### src/rtl/ps2_mouse_ctrl.sv
// PS/2 mouse init sequencer (ACK checks, timeouts, bounded retries) and 3-byte packet assembler.
// Define MOUSE_POS_ACCUM_EN to build the clamped cursor position accumulator.
module ps2_mouse_ctrl #(
  parameter int unsigned TIMEOUT_CYCLES = 2500000,
  parameter int unsigned MAX_RETRIES    = 3,
  parameter bit          SKIP_INIT      = 1'b0,
  parameter int unsigned X_MAX          = 639,
  parameter int unsigned Y_MAX          = 479
) (
  input  logic       clk,
  input  logic       rst_n,
  output logic       tx_wr,
  output logic [7:0] tx_data,
  input  logic       tx_idle,
  input  logic       tx_done_tick,
  input  logic       rx_done_tick,
  input  logic [7:0] rx_data,
  output logic       init_done,
  output logic       init_error,
  output logic       pkt_valid,
  output logic [8:0] pkt_dx,
  output logic [8:0] pkt_dy,
  output logic [2:0] pkt_btn,
  output logic [1:0] pkt_ovf,
  output logic [7:0] sync_err_cnt,
  output logic [9:0] pos_x,
  output logic [9:0] pos_y
);
  localparam int unsigned TW = $clog2(TIMEOUT_CYCLES + 1);
  localparam int unsigned RW = $clog2(MAX_RETRIES + 2);

  localparam logic [3:0] S_TX_RST    = 4'd0;
  localparam logic [3:0] S_ACK_RST   = 4'd1;
  localparam logic [3:0] S_BAT       = 4'd2;
  localparam logic [3:0] S_ID        = 4'd3;
  localparam logic [3:0] S_TX_EN     = 4'd4;
  localparam logic [3:0] S_ACK_EN    = 4'd5;
  localparam logic [3:0] S_STREAM_B0 = 4'd6;
  localparam logic [3:0] S_STREAM_B1 = 4'd7;
  localparam logic [3:0] S_STREAM_B2 = 4'd8;
  localparam logic [3:0] S_ERROR     = 4'd9;

  logic [3:0]    state_q, state_d, next_st, prev_tx, retry_tgt;
  logic [RW-1:0] retry_q, retry_d;
  logic [TW-1:0] tmo_q, tmo_d;
  logic          sent_q, sent_d;
  logic [6:0]    hdr_q, hdr_d;  // {ovf[1:0], ysign, xsign, btn[2:0]} of byte 0
  logic [7:0]    b1_q, b1_d, exp_byte, tx_data_d, sync_d;
  logic          tx_wr_d, init_error_d, pkt_valid_d, retry_req, reenter, expire, tmo_en, is_tx;
  logic [8:0]    pkt_dx_d, pkt_dy_d;
  logic [2:0]    pkt_btn_d;
  logic [1:0]    pkt_ovf_d;

  assign expire    = (tmo_q == TW'(TIMEOUT_CYCLES));
  assign tmo_en    = (state_q != S_STREAM_B0) && (state_q != S_ERROR);
  assign is_tx     = (state_q == S_TX_RST) || (state_q == S_TX_EN);
  assign init_done = (state_q == S_STREAM_B0) || (state_q == S_STREAM_B1) ||
                     (state_q == S_STREAM_B2);

  always_comb begin
    exp_byte = 8'hFA;
    next_st  = S_BAT;
    prev_tx  = S_TX_RST;
    case (state_q)
      S_BAT:    begin exp_byte = 8'hAA; next_st = S_ID;    end
      S_ID:     begin exp_byte = 8'h00; next_st = S_TX_EN; end
      S_ACK_EN: begin next_st = S_STREAM_B0; prev_tx = S_TX_EN; end
      default: ;
    endcase
  end

  always_comb begin
    state_d     = state_q;
    retry_d     = retry_q;
    hdr_d       = hdr_q;
    b1_d        = b1_q;
    sync_d      = sync_err_cnt;
    pkt_valid_d = 1'b0;
    pkt_dx_d    = pkt_dx;
    pkt_dy_d    = pkt_dy;
    pkt_btn_d   = pkt_btn;
    pkt_ovf_d   = pkt_ovf;
    retry_req   = 1'b0;
    retry_tgt   = S_TX_RST;
    case (state_q)
      S_TX_RST, S_TX_EN: begin
        if (sent_q && tx_done_tick) state_d = (state_q == S_TX_RST) ? S_ACK_RST : S_ACK_EN;
        else if (expire)            retry_req = 1'b1;
      end
      S_ACK_RST, S_BAT, S_ID, S_ACK_EN: begin
        if (rx_done_tick && rx_data == exp_byte) begin
          state_d = next_st;
          if (state_q == S_ACK_EN) retry_d = '0;
        end else if (rx_done_tick && rx_data == 8'hFE) begin
          retry_req = 1'b1;
          retry_tgt = prev_tx;
        end else if (expire) begin
          retry_req = 1'b1;
        end
      end
      S_STREAM_B0: begin
        if (rx_done_tick) begin
          if (rx_data[3]) begin
            hdr_d   = {rx_data[7:4], rx_data[2:0]};
            state_d = S_STREAM_B1;
          end else if (sync_err_cnt != 8'hFF) begin
            sync_d = sync_err_cnt + 8'd1;
          end
        end
      end
      S_STREAM_B1: begin
        if (rx_done_tick) begin
          b1_d    = rx_data;
          state_d = S_STREAM_B2;
        end else if (expire) begin
          state_d = S_STREAM_B0;
        end
      end
      S_STREAM_B2: begin
        if (rx_done_tick) begin
          pkt_dx_d    = {hdr_q[3], b1_q};
          pkt_dy_d    = {hdr_q[4], rx_data};
          pkt_btn_d   = hdr_q[2:0];
          pkt_ovf_d   = hdr_q[6:5];
          pkt_valid_d = 1'b1;
          state_d     = S_STREAM_B0;
        end else if (expire) begin
          state_d = S_STREAM_B0;
        end
      end
      S_ERROR: ;
      default: state_d = S_ERROR;
    endcase

    if (retry_req) begin
      if (retry_q == RW'(MAX_RETRIES)) begin
        state_d = S_ERROR;
      end else begin
        retry_d = retry_q + 1'b1;
        state_d = retry_tgt;
      end
    end

    // A retry into the same TX state still counts as a fresh entry.
    reenter      = retry_req || (state_d != state_q);
    tmo_d        = (reenter || !tmo_en) ? '0 : tmo_q + 1'b1;
    tx_wr_d      = is_tx && !sent_q && tx_idle && !reenter;
    sent_d       = !reenter && (sent_q || tx_wr_d);
    init_error_d = init_error || (state_d == S_ERROR);
    tx_data_d    = tx_data;
    if (state_d == S_TX_RST)     tx_data_d = 8'hFF;
    else if (state_d == S_TX_EN) tx_data_d = 8'hF4;
  end

  always_ff @(posedge clk) begin
    if (!rst_n) begin
      state_q      <= SKIP_INIT ? S_STREAM_B0 : S_TX_RST;
      retry_q      <= '0;
      tmo_q        <= '0;
      sent_q       <= 1'b0;
      hdr_q        <= '0;
      b1_q         <= '0;
      tx_wr        <= 1'b0;
      tx_data      <= '0;
      init_error   <= 1'b0;
      pkt_valid    <= 1'b0;
      pkt_dx       <= '0;
      pkt_dy       <= '0;
      pkt_btn      <= '0;
      pkt_ovf      <= '0;
      sync_err_cnt <= '0;
    end else begin
      state_q      <= state_d;
      retry_q      <= retry_d;
      tmo_q        <= tmo_d;
      sent_q       <= sent_d;
      hdr_q        <= hdr_d;
      b1_q         <= b1_d;
      tx_wr        <= tx_wr_d;
      tx_data      <= tx_data_d;
      init_error   <= init_error_d;
      pkt_valid    <= pkt_valid_d;
      pkt_dx       <= pkt_dx_d;
      pkt_dy       <= pkt_dy_d;
      pkt_btn      <= pkt_btn_d;
      pkt_ovf      <= pkt_ovf_d;
      sync_err_cnt <= sync_d;
    end
  end

`ifdef MOUSE_POS_ACCUM_EN
  logic signed [11:0] sum_x, sum_y;

  function automatic logic [9:0] clamp(input logic signed [11:0] v, input logic [11:0] hi);
    if (v < 12'sd0)          return 10'd0;
    else if (v > $signed(hi)) return hi[9:0];
    else                     return v[9:0];
  endfunction

  // Screen Y grows downward while mouse dy is up-positive.
  assign sum_x = $signed({2'b00, pos_x}) + $signed({{3{pkt_dx[8]}}, pkt_dx});
  assign sum_y = $signed({2'b00, pos_y}) - $signed({{3{pkt_dy[8]}}, pkt_dy});

  always_ff @(posedge clk) begin
    if (!rst_n) begin
      pos_x <= 10'd100;
      pos_y <= 10'd100;
    end else if (pkt_valid) begin
      if (!pkt_ovf[0]) pos_x <= clamp(sum_x, 12'(X_MAX));
      if (!pkt_ovf[1]) pos_y <= clamp(sum_y, 12'(Y_MAX));
    end
  end
`else
  logic [31:0] unused_pos_params;
  assign unused_pos_params = X_MAX ^ Y_MAX;
  assign pos_x = '0;
  assign pos_y = '0;
`endif

endmodule
### config.mk
export PLATFORM = sky130hd
export DESIGN_NAME = ps2_mouse_ctrl
export DESIGN_NICKNAME = d
export VERILOG_FILES = /design/src/rtl/ps2_mouse_ctrl.sv
export SDC_FILE = /design/constraint.sdc
export NUM_CORES = 1
export LEC_CHECK = 0
export ABC_AREA = 1
export ABC_CLOCK_PERIOD_IN_PS = 2200
export BUFFER_PORTS_ARGS = -buffer_cell sky130_fd_sc_hd__clkbuf_2
export CAP_MARGIN = 20
export CORE_MARGIN = 5
export CORE_UTILIZATION = 50
export CTS_BUF_LIST = sky130_fd_sc_hd__clkbuf_2
export CTS_CLUSTER_DIAMETER = 30
export DETAILED_ROUTE_END_ITERATION = 8
export PLACE_DENSITY = 0.73
export SLEW_MARGIN = 0
export SYNTH_ARGS = -nofsm -noshare
export SYNTH_HDL_FRONTEND = slang
export SYNTH_SLANG_ARGS = --single-unit
### constraint.sdc
create_clock -name clk -period 2.2 [get_ports clk]
set_input_delay 0.33 -clock clk [delete_from_list [all_inputs] [get_ports clk]]
set_output_delay 0.33 -clock clk [all_outputs]
set_load 0.01 [all_outputs]
Word level (Yosys, flattened, before mapping)
Cells that the tools add are included.
{"block": "op_classes", "n_reduce_logical": 29, "addsub": 3, "mux": 30, "bitwise": 2, "eq_ne": 19}
{"operator": "2-to-1 mux 4 bit", "count": 12}
{"operator": "one-hot mux 4 bit (6 select lines)", "count": 1}
{"operator": "adder 22 x 1 -> 22 bit, second input constant", "count": 1}
{"operator": "equality test 22 bit, second input constant", "count": 1}
{"operator": "2-to-1 mux 3 bit", "count": 7}
{"operator": "equality test 4 x 3 -> 1 bit, second input constant", "count": 5}
{"operator": "2-to-1 mux 8 bit", "count": 2}
{"operator": "one-hot mux 8 bit (2 select lines)", "count": 1}
{"operator": "equality test 4 bit, second input constant", "count": 3}
{"operator": "one-hot mux 3 bit (3 select lines)", "count": 1}
{"operator": "adder 8 x 1 -> 8 bit, second input constant", "count": 1}
{"operator": "equality test 4 x 2 -> 1 bit, second input constant", "count": 2}
{"operator": "equality test 8 bit", "count": 1}
{"operator": "equality test 8 bit, second input constant", "count": 1}
{"operator": "logical AND 1 bit", "count": 8}
{"operator": "logical NOT 4 bit", "count": 2}
{"operator": "inequality test 8 bit, second input constant", "count": 1}
{"operator": "logical OR 1 bit", "count": 7}
{"operator": "AND reduction 2 bit", "count": 3}
{"operator": "2-to-1 mux 1 bit", "count": 5}
{"operator": "equality test 4 x 1 -> 1 bit, second input constant", "count": 1}
{"operator": "inequality test 4 x 3 -> 1 bit, second input constant", "count": 1}
{"operator": "inequality test 4 bit", "count": 1}
{"operator": "inequality test 4 bit, second input constant", "count": 1}
{"operator": "other kinds (10)", "count": 14}
{"block": "word_totals", "regBits": 87, "out_inout_bits": 63, "in_bits": 13, "elab_cells": 98}

Logic depth before layout (Yosys ltp)
Gate-level depths: netlist of the first run.
{"block": "depth", "ltp_word": 14, "mapped_depth": 19, "ltp_nobuf": 17}

Least setup slack after synthesis of the first run
Ideal clock, no wire load.
{"block": "synth_path", "path_type": "reg-to-reg", "start": "reg tmo_q[0]", "end": "reg tmo_q[6]", "n_path_buf": 1, "period_less_slack_ns": 2.014, "setup_ns": 0.062, "t_arrival_ns": 1.952, "path_stages_with_launch": 17, "slack_ns": 0.186, "t_required_ns": 2.138, "path_cell_list": "dfxtp_1 inv_1 ha_1 nand2_1 inv_1 nand2_1 nor2_1 nand3_1 nand3b_1 nand2_4 nor2_4 nand2_2 nand2_1 a21boi_2 nand4_2 buf_6 nor2_2"}
{"block": "synth_via", "elab_chain_cells": 10, "elab_cells_between_ends": 16, "cone_classes": "1 x add/sub; 2 x eq/ne; 10 x mux; 3 x reduce/logical"}
{"item": "from (decl)", "line": "45", "source": "logic [TW-1:0] tmo_q, tmo_d;"}
{"item": "from (signal assigned)", "line": "175", "source": "tmo_q <= tmo_d;"}
{"item": "equality test 22 bit", "line": "54", "source": "assign expire = (tmo_q == TW'(TIMEOUT_CYCLES));"}
{"item": "2-to-1 mux 1 bit", "line": "88, 97"}
{"item": "2-to-1 mux 1 bit", "line": "94", "source": "end else if (rx_done_tick && rx_data == 8'hFE) begin"}
{"item": "2-to-1 mux 1 bit", "line": "91", "source": "if (rx_done_tick && rx_data == exp_byte) begin"}
{"item": "one-hot mux 1 bit (2 select lines)", "line": "85", "source": "case (state_q)"}
{"item": "2-to-1 mux 4 bit", "line": "135", "source": "if (retry_req) begin"}
{"item": "inequality test 4 bit", "line": "145", "source": "reenter = retry_req || (state_d != state_q);"}
{"item": "logical OR 1 bit", "line": "145"}
{"item": "logical OR 1 bit", "line": "146", "source": "tmo_d = (reenter || !tmo_en) ? '0 : tmo_q + 1'b1;"}
{"item": "OR reduction 2 bit (no line)"}
Several ways; a longest one is shown, not always the timed one.
A chain may end at the register's enable or synchronous reset.

Final worst setup path of the first run
{"block": "layout_path", "start": "in rx_data[1]", "end": "reg tmo_q[18]"}
{"block": "layout_via", "elab_chain_cells": 11, "elab_cells_between_ends": 18, "cone_classes": "3 x eq/ne; 10 x mux; 5 x reduce/logical"}
{"item": "from (decl)", "line": "17", "source": "input logic [7:0] rx_data,"}
{"item": "equality test 8 bit", "line": "94"}
{"item": "logical AND 1 bit", "line": "94"}
{"item": "2-to-1 mux 4 bit", "line": "94"}
{"item": "2-to-1 mux 4 bit", "line": "91"}
{"item": "2-to-1 mux 4 bit", "line": "85"}
{"item": "2-to-1 mux 4 bit", "line": "136", "source": "if (retry_q == RW'(MAX_RETRIES)) begin"}
{"item": "2-to-1 mux 4 bit", "line": "135"}
{"item": "inequality test 4 bit", "line": "145"}
{"item": "logical OR 1 bit *", "line": "145"}
{"item": "logical OR 1 bit *", "line": "146"}
{"item": "OR reduction 2 bit (no line) *"}
Mark *: on every way between the ends. The rest lies on a longest branch, timed or not.

==> flow_summary.ini, run 1 <==
[route]
drt_pass1_iterations = 5
remaining_drc_errors = 0
route.antenna.remaining_nets = 0
detailroute.via_count = 3766
drt-initial-drc-count = 127
wire_length_per_cell_um = 13.2
via_per_inst = 5.03
totalWireLength_um = 9840

[critical_path]
worst_path_max_fanout = 11
worstPathCellList = dlygate4sd3_1 -> clkbuf_2 -> inv_1 -> nand2_1 -> nor2_2 -> nand2_2 -> a21oi_4 -> nand2_4 -> nand3_4 -> nand2_4 -> nor2_4 -> nand2_1 -> nand2_1 -> nand2_1 -> nand2_2 -> nand4_4 -> clkbuf_16 -> nor2_2
critPathSlowestCell = sky130_fd_sc_hd__dlygate4sd3_1
worst_ep_arrival_ns = 2.70
crit_path_frequent_cell = sky130_fd_sc_hd__nand2_1
cp_top_family = simple AND/OR/NAND/NOR gates
path_class = primary input to flip-flop
worst-endpoint-required_ns = 2.68
cp_slowest_stage_delay_ns = 0.53
cp.buffers_inverters = 4
cp-start-kind = primary input
crit_path_end_kind = flip-flop

[placement]
post-place-ws_ns = -0.0108
placed_cell_area_mm2 = 0.00449
detailedPlacementHpwl_um = 7000
port-buffer-count = 55
gp_routability_congestion = 0.952

[floorplan]
coreArea_mm2 = 0.00777
floorplan.die_area_mm2 = 0.00994
chip_width_um = 99.7
floorplan.rows = 32
floorplan.io_pins = 76
initial_utilization_pct = 51.8
die-height_um = 99.7

[clocking]
ctsHtreeMaxLevel = 3
clk_pin_slew_worst_paths_ns = 0.25
clkSinkCount = 81
cts_tree = done
clk_latency_ns = 0.54
cts-buffers-inserted = 9
clock_buffer_depth = 2
clock_tree_root = sky130_fd_sc_hd__clkbuf_2

[timing]
setup-tns-final_ns = -0.181
share_of_the_clock_period_used_by_the_worst_path_pct = 101
timing.final.hold_violations = 0
report.final.slew_viol_count = 0
clock_skew_ns = 0.0402
setup_viol_count_final = 18
worst_slack_ns = -0.0221
fmax_mhz = 450
min_clock_period_post_route_ns = 2.22
unrepaired_setup_endpoints_after_global_routing = yes
hold-worst-slack_ns = 0.0639

[status]
run_status = finished with violations
violations = negative setup slack

[final_layout]
final_nets = 659
post-route-cell-area_mm2 = 0.00491
fill_cell_instance_count_of_the_final_layout = 723
area_growth_pct = 22.0
drive_above_1_share_pct = 29.1
n_antenna_cell = 0
finalCoreUtilization_pct = 63.2

[logic_synthesis]
synthDistinctLibCells = 39
synthFlopType = sky130_fd_sc_hd__dfxtp_1
synthDominantAreaCellType = sky130_fd_sc_hd__dfxtp_1
netlist_area_mm2 = 0.00402
postSynthCellCount = 552
number_of_register_bits_inferred_by_synthesis = 81
post_synth_main_area_contributors = sky130_fd_sc_hd__dfxtp_1 40%, sky130_fd_sc_hd__nand2_1 9.8%, sky130_fd_sc_hd__nand3_1 6.7%
seq_area_frac_synth_pct = 40.3
synth_largest_type_area_fraction_pct = 40.3
yosys-top-cells-count = 105 x sky130_fd_sc_hd__nand2_1, 81 x sky130_fd_sc_hd__dfxtp_1, 54 x sky130_fd_sc_hd__nand3_1
post-synth-top-count-cell = sky130_fd_sc_hd__nand2_1
synth-edff-count = 0
asyncSetResetFlopFracSynth_pct = 0
postSynthAreaPerCell_um2 = 7.29
ys_warn_count = 0

[global_routing]
global_route_wire_length_before_repair_um = 16000
grt_max_degree = 39
via_count_of_the_first_global_routing_pass = 3505
number_of_antenna_violations_at_the_first_check_in_global_routing = 0
grt_overflow = 0
gr-usage-all-layers_pct = 19.5

[power]
power.leakage_uw = 0.00212
worst_ir_drop_vdd_v = 0.000395
power.density_cell_area_mw_per_mm2 = 521

[hold_path]
timing.hold.worst.class = primary input to flip-flop

[flow_run]
drv_cap = 0
[final timing paths]
kind | startpoint | end | slack (ns) | depth (start not counted)
max | rx_data[1] | tmo_q[18]$_SDFF_PP0_ | -0.02 | 18
min | rx_data[6] | pkt_dy[6]$_SDFFE_PN0P_ | 0.06 | 3
max reg2reg | tmo_q[0]$_SDFF_PP0_ | tmo_q[18]$_SDFF_PP0_ | 0 | 16
min reg2reg | retry_q[0]$_SDFF_PN0_ | retry_q[0]$_SDFF_PN0_ | 0.47 | 1
[stage by stage]
stage	total power, uW	instances
after floorplan	1690	571
after global placement	1720	720
after detailed placement	1730	720
after CTS	2530	739
after global routing	2680	748
final	2560	748
[cells by family after synthesis]
group / Yosys count / share of synthesized area [%]
and+or+nand+nor: 266 / 31.0
AOI/OAI and AO/OA: 80 / 10.9
other: 1 / 0.0932
DFF: 81 / 40.3
buffers and inverters: 101 / 12.3
adders and majority gates: 4 / 1.24
xor gates and xnor gates: 19 / 4.14
[metal layers]
layer / up-vias / wire length [um] / global-route usage, % / share of wire [%]
met5: - / 0 / 0 / 0
met4: 0 / 137 / 5.67 / 1.4
met3: 11 / 553 / 5.96 / 5.6
met2: 100 / 4820 / 32.3 / 49
met1: 1738 / 4330 / 24.4 / 44
li1: 1917 / - / - / -
[report_power, final]
group | internal [uW] | switching, uW
clock | 259 | 538
combinational | 99.7 | 160
sequential | 1490 | 15.3
total | 1850 | 713
[tightest hold or removal path, cell delays in order]
cell and delay (ns):
sky130_fd_sc_hd__clkbuf_2 0.14, sky130_fd_sc_hd__nand2_1 0.09, sky130_fd_sc_hd__nand2_1 0.04
[what timing repair did]
| action | in CTS | in global routing |
|---|---|---|
| gates resized for setup | 3 | 47 |
| endpoints found under the setup margin | 22 | 30 |
| gates cloned | 0 | 2 |
| hold buffers | 1 | 2 |
| hold endpoints to repair | 1 | 2 |
| pin swaps | 1 | 10 |
| setup buffers | 3 | 5 |
[registers in the layout, summed over array words and instances, names as in the netlist]
name,flops
pkt_dy,9
b1_q,8
pkt_valid,1
sent_q,1
hdr_q,7
state_q,4
tx_wr,1
pkt_ovf,2
retry_q,3
pkt_dx,9
init_error,1
tx_data,2
pkt_btn,3
tmo_q,22
sync_err_cnt,8
[final cells by class]
type / count / area (um2) / share of cell area, %
multi-input combinational: 389 / 2120 / 43.2
clock inverter: 6 / 67.6 / 1.38
clock buffer: 9 / 45.0 / 0.918
timing repair buffer: 103 / 691 / 14.1
sequential: 81 / 1640 / 33.4
inverter: 58 / 220 / 4.49
tap: 102 / 128 / 2.60
[cells in the final DEF, fill, tap and decap left out, types with 3 or more instances in the layout]
master / netlist / layout
sky130_fd_sc_hd__a21oi_1: 50 / 49
sky130_fd_sc_hd__nor3_1: 8 / 6
sky130_fd_sc_hd__buf_4: 27 / 42
sky130_fd_sc_hd__nand2_2: 5 / 10
sky130_fd_sc_hd__clkbuf_2: 0 / 64
sky130_fd_sc_hd__nand2_1: 105 / 100
sky130_fd_sc_hd__nand4_1: 8 / 8
sky130_fd_sc_hd__dlygate4sd3_1: 0 / 3
sky130_fd_sc_hd__inv_1: 53 / 49
sky130_fd_sc_hd__o21ai_1: 1 / 4
sky130_fd_sc_hd__xor2_1: 16 / 16
sky130_fd_sc_hd__dfxtp_2: 0 / 6
sky130_fd_sc_hd__o21ai_0: 21 / 18
sky130_fd_sc_hd__nand3_1: 54 / 52
sky130_fd_sc_hd__xnor2_1: 3 / 3
sky130_fd_sc_hd__dfxtp_1: 81 / 73
sky130_fd_sc_hd__ha_1: 4 / 3
sky130_fd_sc_hd__nor2_1: 52 / 45
sky130_fd_sc_hd__inv_2: 4 / 7
sky130_fd_sc_hd__nor2_4: 1 / 10
sky130_fd_sc_hd__conb_1: 1 / 20
sky130_fd_sc_hd__nor2_2: 22 / 20
(Power assumes the default switching activity.)
==> run 2: changes to the inputs <==
--- a/config.mk
+++ b/config.mk
@@ -5,7 +5,6 @@
 export SDC_FILE = /design/constraint.sdc
 export NUM_CORES = 1
 export LEC_CHECK = 0
-export ABC_AREA = 1
 export ABC_CLOCK_PERIOD_IN_PS = 2200
 export BUFFER_PORTS_ARGS = -buffer_cell sky130_fd_sc_hd__clkbuf_2
 export CAP_MARGIN = 20
@@ -15,6 +14,7 @@
 export CTS_CLUSTER_DIAMETER = 30
 export DETAILED_ROUTE_END_ITERATION = 8
 export PLACE_DENSITY = 0.73
+export SKIP_CTS_REPAIR_TIMING = 1
 export SLEW_MARGIN = 0
 export SYNTH_ARGS = -nofsm -noshare
 export SYNTH_HDL_FRONTEND = slang
==> flow_summary.ini, run 2 <==
[status]
run_status = finished with violations
violations = negative setup slack

[floorplan]
initial_utilization_pct = 50.9
floorplan.io_pins = 76
floorplan.rows = 33
floorplan.die_area_mm2 = 0.0102
coreArea_mm2 = 0.00818
chip_width_um = 101
die-height_um = 101

[final_layout]
largest_register_ffs = 22
layout.cells.most_common_list = 87 x sky130_fd_sc_hd__buf_4, 76 x sky130_fd_sc_hd__dfxtp_1, 65 x sky130_fd_sc_hd__nand2_1
post-route-cell-area_mm2 = 0.00541
mostFrequentLayoutCell = sky130_fd_sc_hd__buf_4
largestRegisters = tmo_q (22), pkt_dx (9), pkt_dy (9)
final_nets = 619
area_growth_pct = 30.0
n_antenna_cell = 0
final-instance-count-excl-fill = 712
top_register = tmo_q
drive_above_1_share_pct = 38.4

[route]
wire_length_per_cell_um = 14.9
remaining_drc_errors = 0
route.antenna.remaining_nets = 0
totalWireLength_um = 10600
drt-initial-drc-count = 256
drt_pass1_iterations = 4
via_per_inst = 5.27
detailroute.via_count = 3753

[timing]
worst_slack_ns = -0.252
share_of_the_clock_period_used_by_the_worst_path_pct = 111
fmax_mhz = 408
unrepaired_setup_endpoints_after_global_routing = yes
hold-worst-slack_ns = 0.0660
slew_headroom_pct = 63.2
report.final.slew_viol_count = 0
min_clock_period_post_route_ns = 2.45
setup_viol_count_final = 29
timing.final.hold_violations = 0
worst_slew_pin_slew_ns = 0.553
clock_skew_ns = 0.0317

[global_routing]
global_route_wire_length_before_repair_um = 17300
groute.layer.met1.usage_pct = 29.8
via_count_of_the_first_global_routing_pass = 3573
grt_overflow = 0
grt.met3_usage_pct = 4.06
grt_max_degree = 53
number_of_antenna_violations_at_the_first_check_in_global_routing = 1
grt_busiest_layer = met2
groute.layer.met2.usage_pct = 32.5
gr-usage-all-layers_pct = 21.0

[power]
p_total_uw = 2670
power.leakage_uw = 0.00226
worst_ir_drop_vdd_v = 0.000410
power.density_cell_area_mw_per_mm2 = 494

[placement]
placed_cell_area_mm2 = 0.00510
gp_routability_congestion = 0.894
dp_cells = 690
detailedPlacementHpwl_um = 8010
post-place-ws_ns = -0.337
port-buffer-count = 55

[critical_path]
cp_top_family = simple AND/OR/NAND/NOR gates
cp-start-kind = flip-flop
critPathSlowestCell = sky130_fd_sc_hd__or4_4
crit_path_end_kind = flip-flop
worst-endpoint-required_ns = 2.67
worst_path_max_fanout = 3
cp.buffers_inverters = 1
cp_slowest_stage_delay_ns = 0.53
path_class = flip-flop to flip-flop
worst_ep_arrival_ns = 2.92
worstPathCellList = inv_2 -> ha_4 -> nor4bb_4 -> nand4_1 -> or4_4 -> o311a_1 -> o211ai_1 -> a21o_1 -> mux2i_1

[logic_synthesis]
post-synth-top-count-cell = sky130_fd_sc_hd__dfxtp_1
synthFlopType = sky130_fd_sc_hd__dfxtp_1
number_of_register_bits_inferred_by_synthesis = 81
seq_area_frac_synth_pct = 39.0
postSynthCellCount = 469
yosys-top-cells-count = 81 x sky130_fd_sc_hd__dfxtp_1, 65 x sky130_fd_sc_hd__nand2_1, 38 x sky130_fd_sc_hd__a21oi_1
asyncSetResetFlopFracSynth_pct = 0
synthDistinctLibCells = 65
synth_largest_type_area_fraction_pct = 39.0
postSynthAreaPerCell_um2 = 8.87
synth-edff-count = 0
ys_warn_count = 0
post_synth_main_area_contributors = sky130_fd_sc_hd__dfxtp_1 39%, sky130_fd_sc_hd__nand2_1 5.9%, sky130_fd_sc_hd__buf_4 4.7%
synthDominantAreaCellType = sky130_fd_sc_hd__dfxtp_1
netlist_area_mm2 = 0.00416

[clocking]
cts_tree = done
clkSinkCount = 81
clock_tree_root = sky130_fd_sc_hd__clkbuf_2
clk_latency_ns = 0.55
ctsHtreeMaxLevel = 3
clk_pin_slew_worst_paths_ns = 0.23
cts-buffers-inserted = 9
clock_buffer_depth = 2

[hold_path]
timing.hold.worst.class = primary input to flip-flop

[flow_run]
drv_cap = 0
-- run 2: per-layer routing --
metal	up-vias	wire length, um
met4	2	111
li1	1883	-
met5	-	13
met3	10	639
met2	105	4840
met1	1753	5030
-- run 2: cells by family (layout without fill, tap and decap cells) --
family | count (synthesis) | after routing | synth area share (%)
fa+ha+maj | 4 | 4 | 1.20
xor+xnor | 27 | 27 | 5.69
buf+inv | 56 | 175 | 8.31
mux | 19 | 19 | 4.88
compound gates | 86 | 86 | 16.0
simple gates | 195 | 195 | 24.8
flops | 81 | 81 | 39.0
other cells | 1 | 20 | 0.0902
-- run 2: worst paths after layout --
path | from | endpoint | slack, ns | cells after the start
worst max register to register | tmo_q[1]$_SDFF_PP0_ | tx_data[3]$_SDFFE_PN0P_ | -0.25 | 9
worst min register to register | b1_q[7]$_SDFFE_PN0P_ | pkt_dx[7]$_SDFFE_PN0P_ | 0.45 | 2
worst max-delay path | tmo_q[1]$_SDFF_PP0_ | tx_data[3]$_SDFFE_PN0P_ | -0.25 | 9
worst min-delay path | tx_idle | tx_wr$_SDFF_PN0_ | 0.07 | 3
-- run 2: metrics by stage --
step | TNS [ns] | utilization (%)
2_1_floorplan | -2.17 | -
3_3_place_gp | -6.14 | 62.3
3_5_place_dp | -7.18 | 62.3
4_1_cts | -7.92 | 63.6
5_1_grt | -8.70 | 66.1
6_report | -4.84 | 66.1
-- run 2: power by group --
| group | switching, uW | total, uW | internal [uW] |
|---|---|---|---|
| Combinational | 231 | 415 | 184 |
| Sequential | 17.9 | 1510 | 1490 |
| Clock | 576 | 748 | 171 |
-- run 2: worst register-to-register path: stages, from the launching register on --
cell and delay [ns]:
sky130_fd_sc_hd__dfxtp_2 0.38, sky130_fd_sc_hd__inv_2 0.06, sky130_fd_sc_hd__ha_4 0.12, sky130_fd_sc_hd__nor4bb_4 0.24, sky130_fd_sc_hd__nand4_1 0.30, sky130_fd_sc_hd__or4_4 0.53, sky130_fd_sc_hd__o311a_1 0.16, sky130_fd_sc_hd__o211ai_1 0.17
sky130_fd_sc_hd__a21o_1 0.22, sky130_fd_sc_hd__mux2i_1 0.21
-- run 2: area by class of cell --
type	count	area [um2]
timing repair buffer	153	1080
inverter	6	22.5
tap	105	131
multi-input combinational	351	2430
clock inverter	7	61.3
clock buffer	9	45.0
sequential	81	1630
fill	668	2770
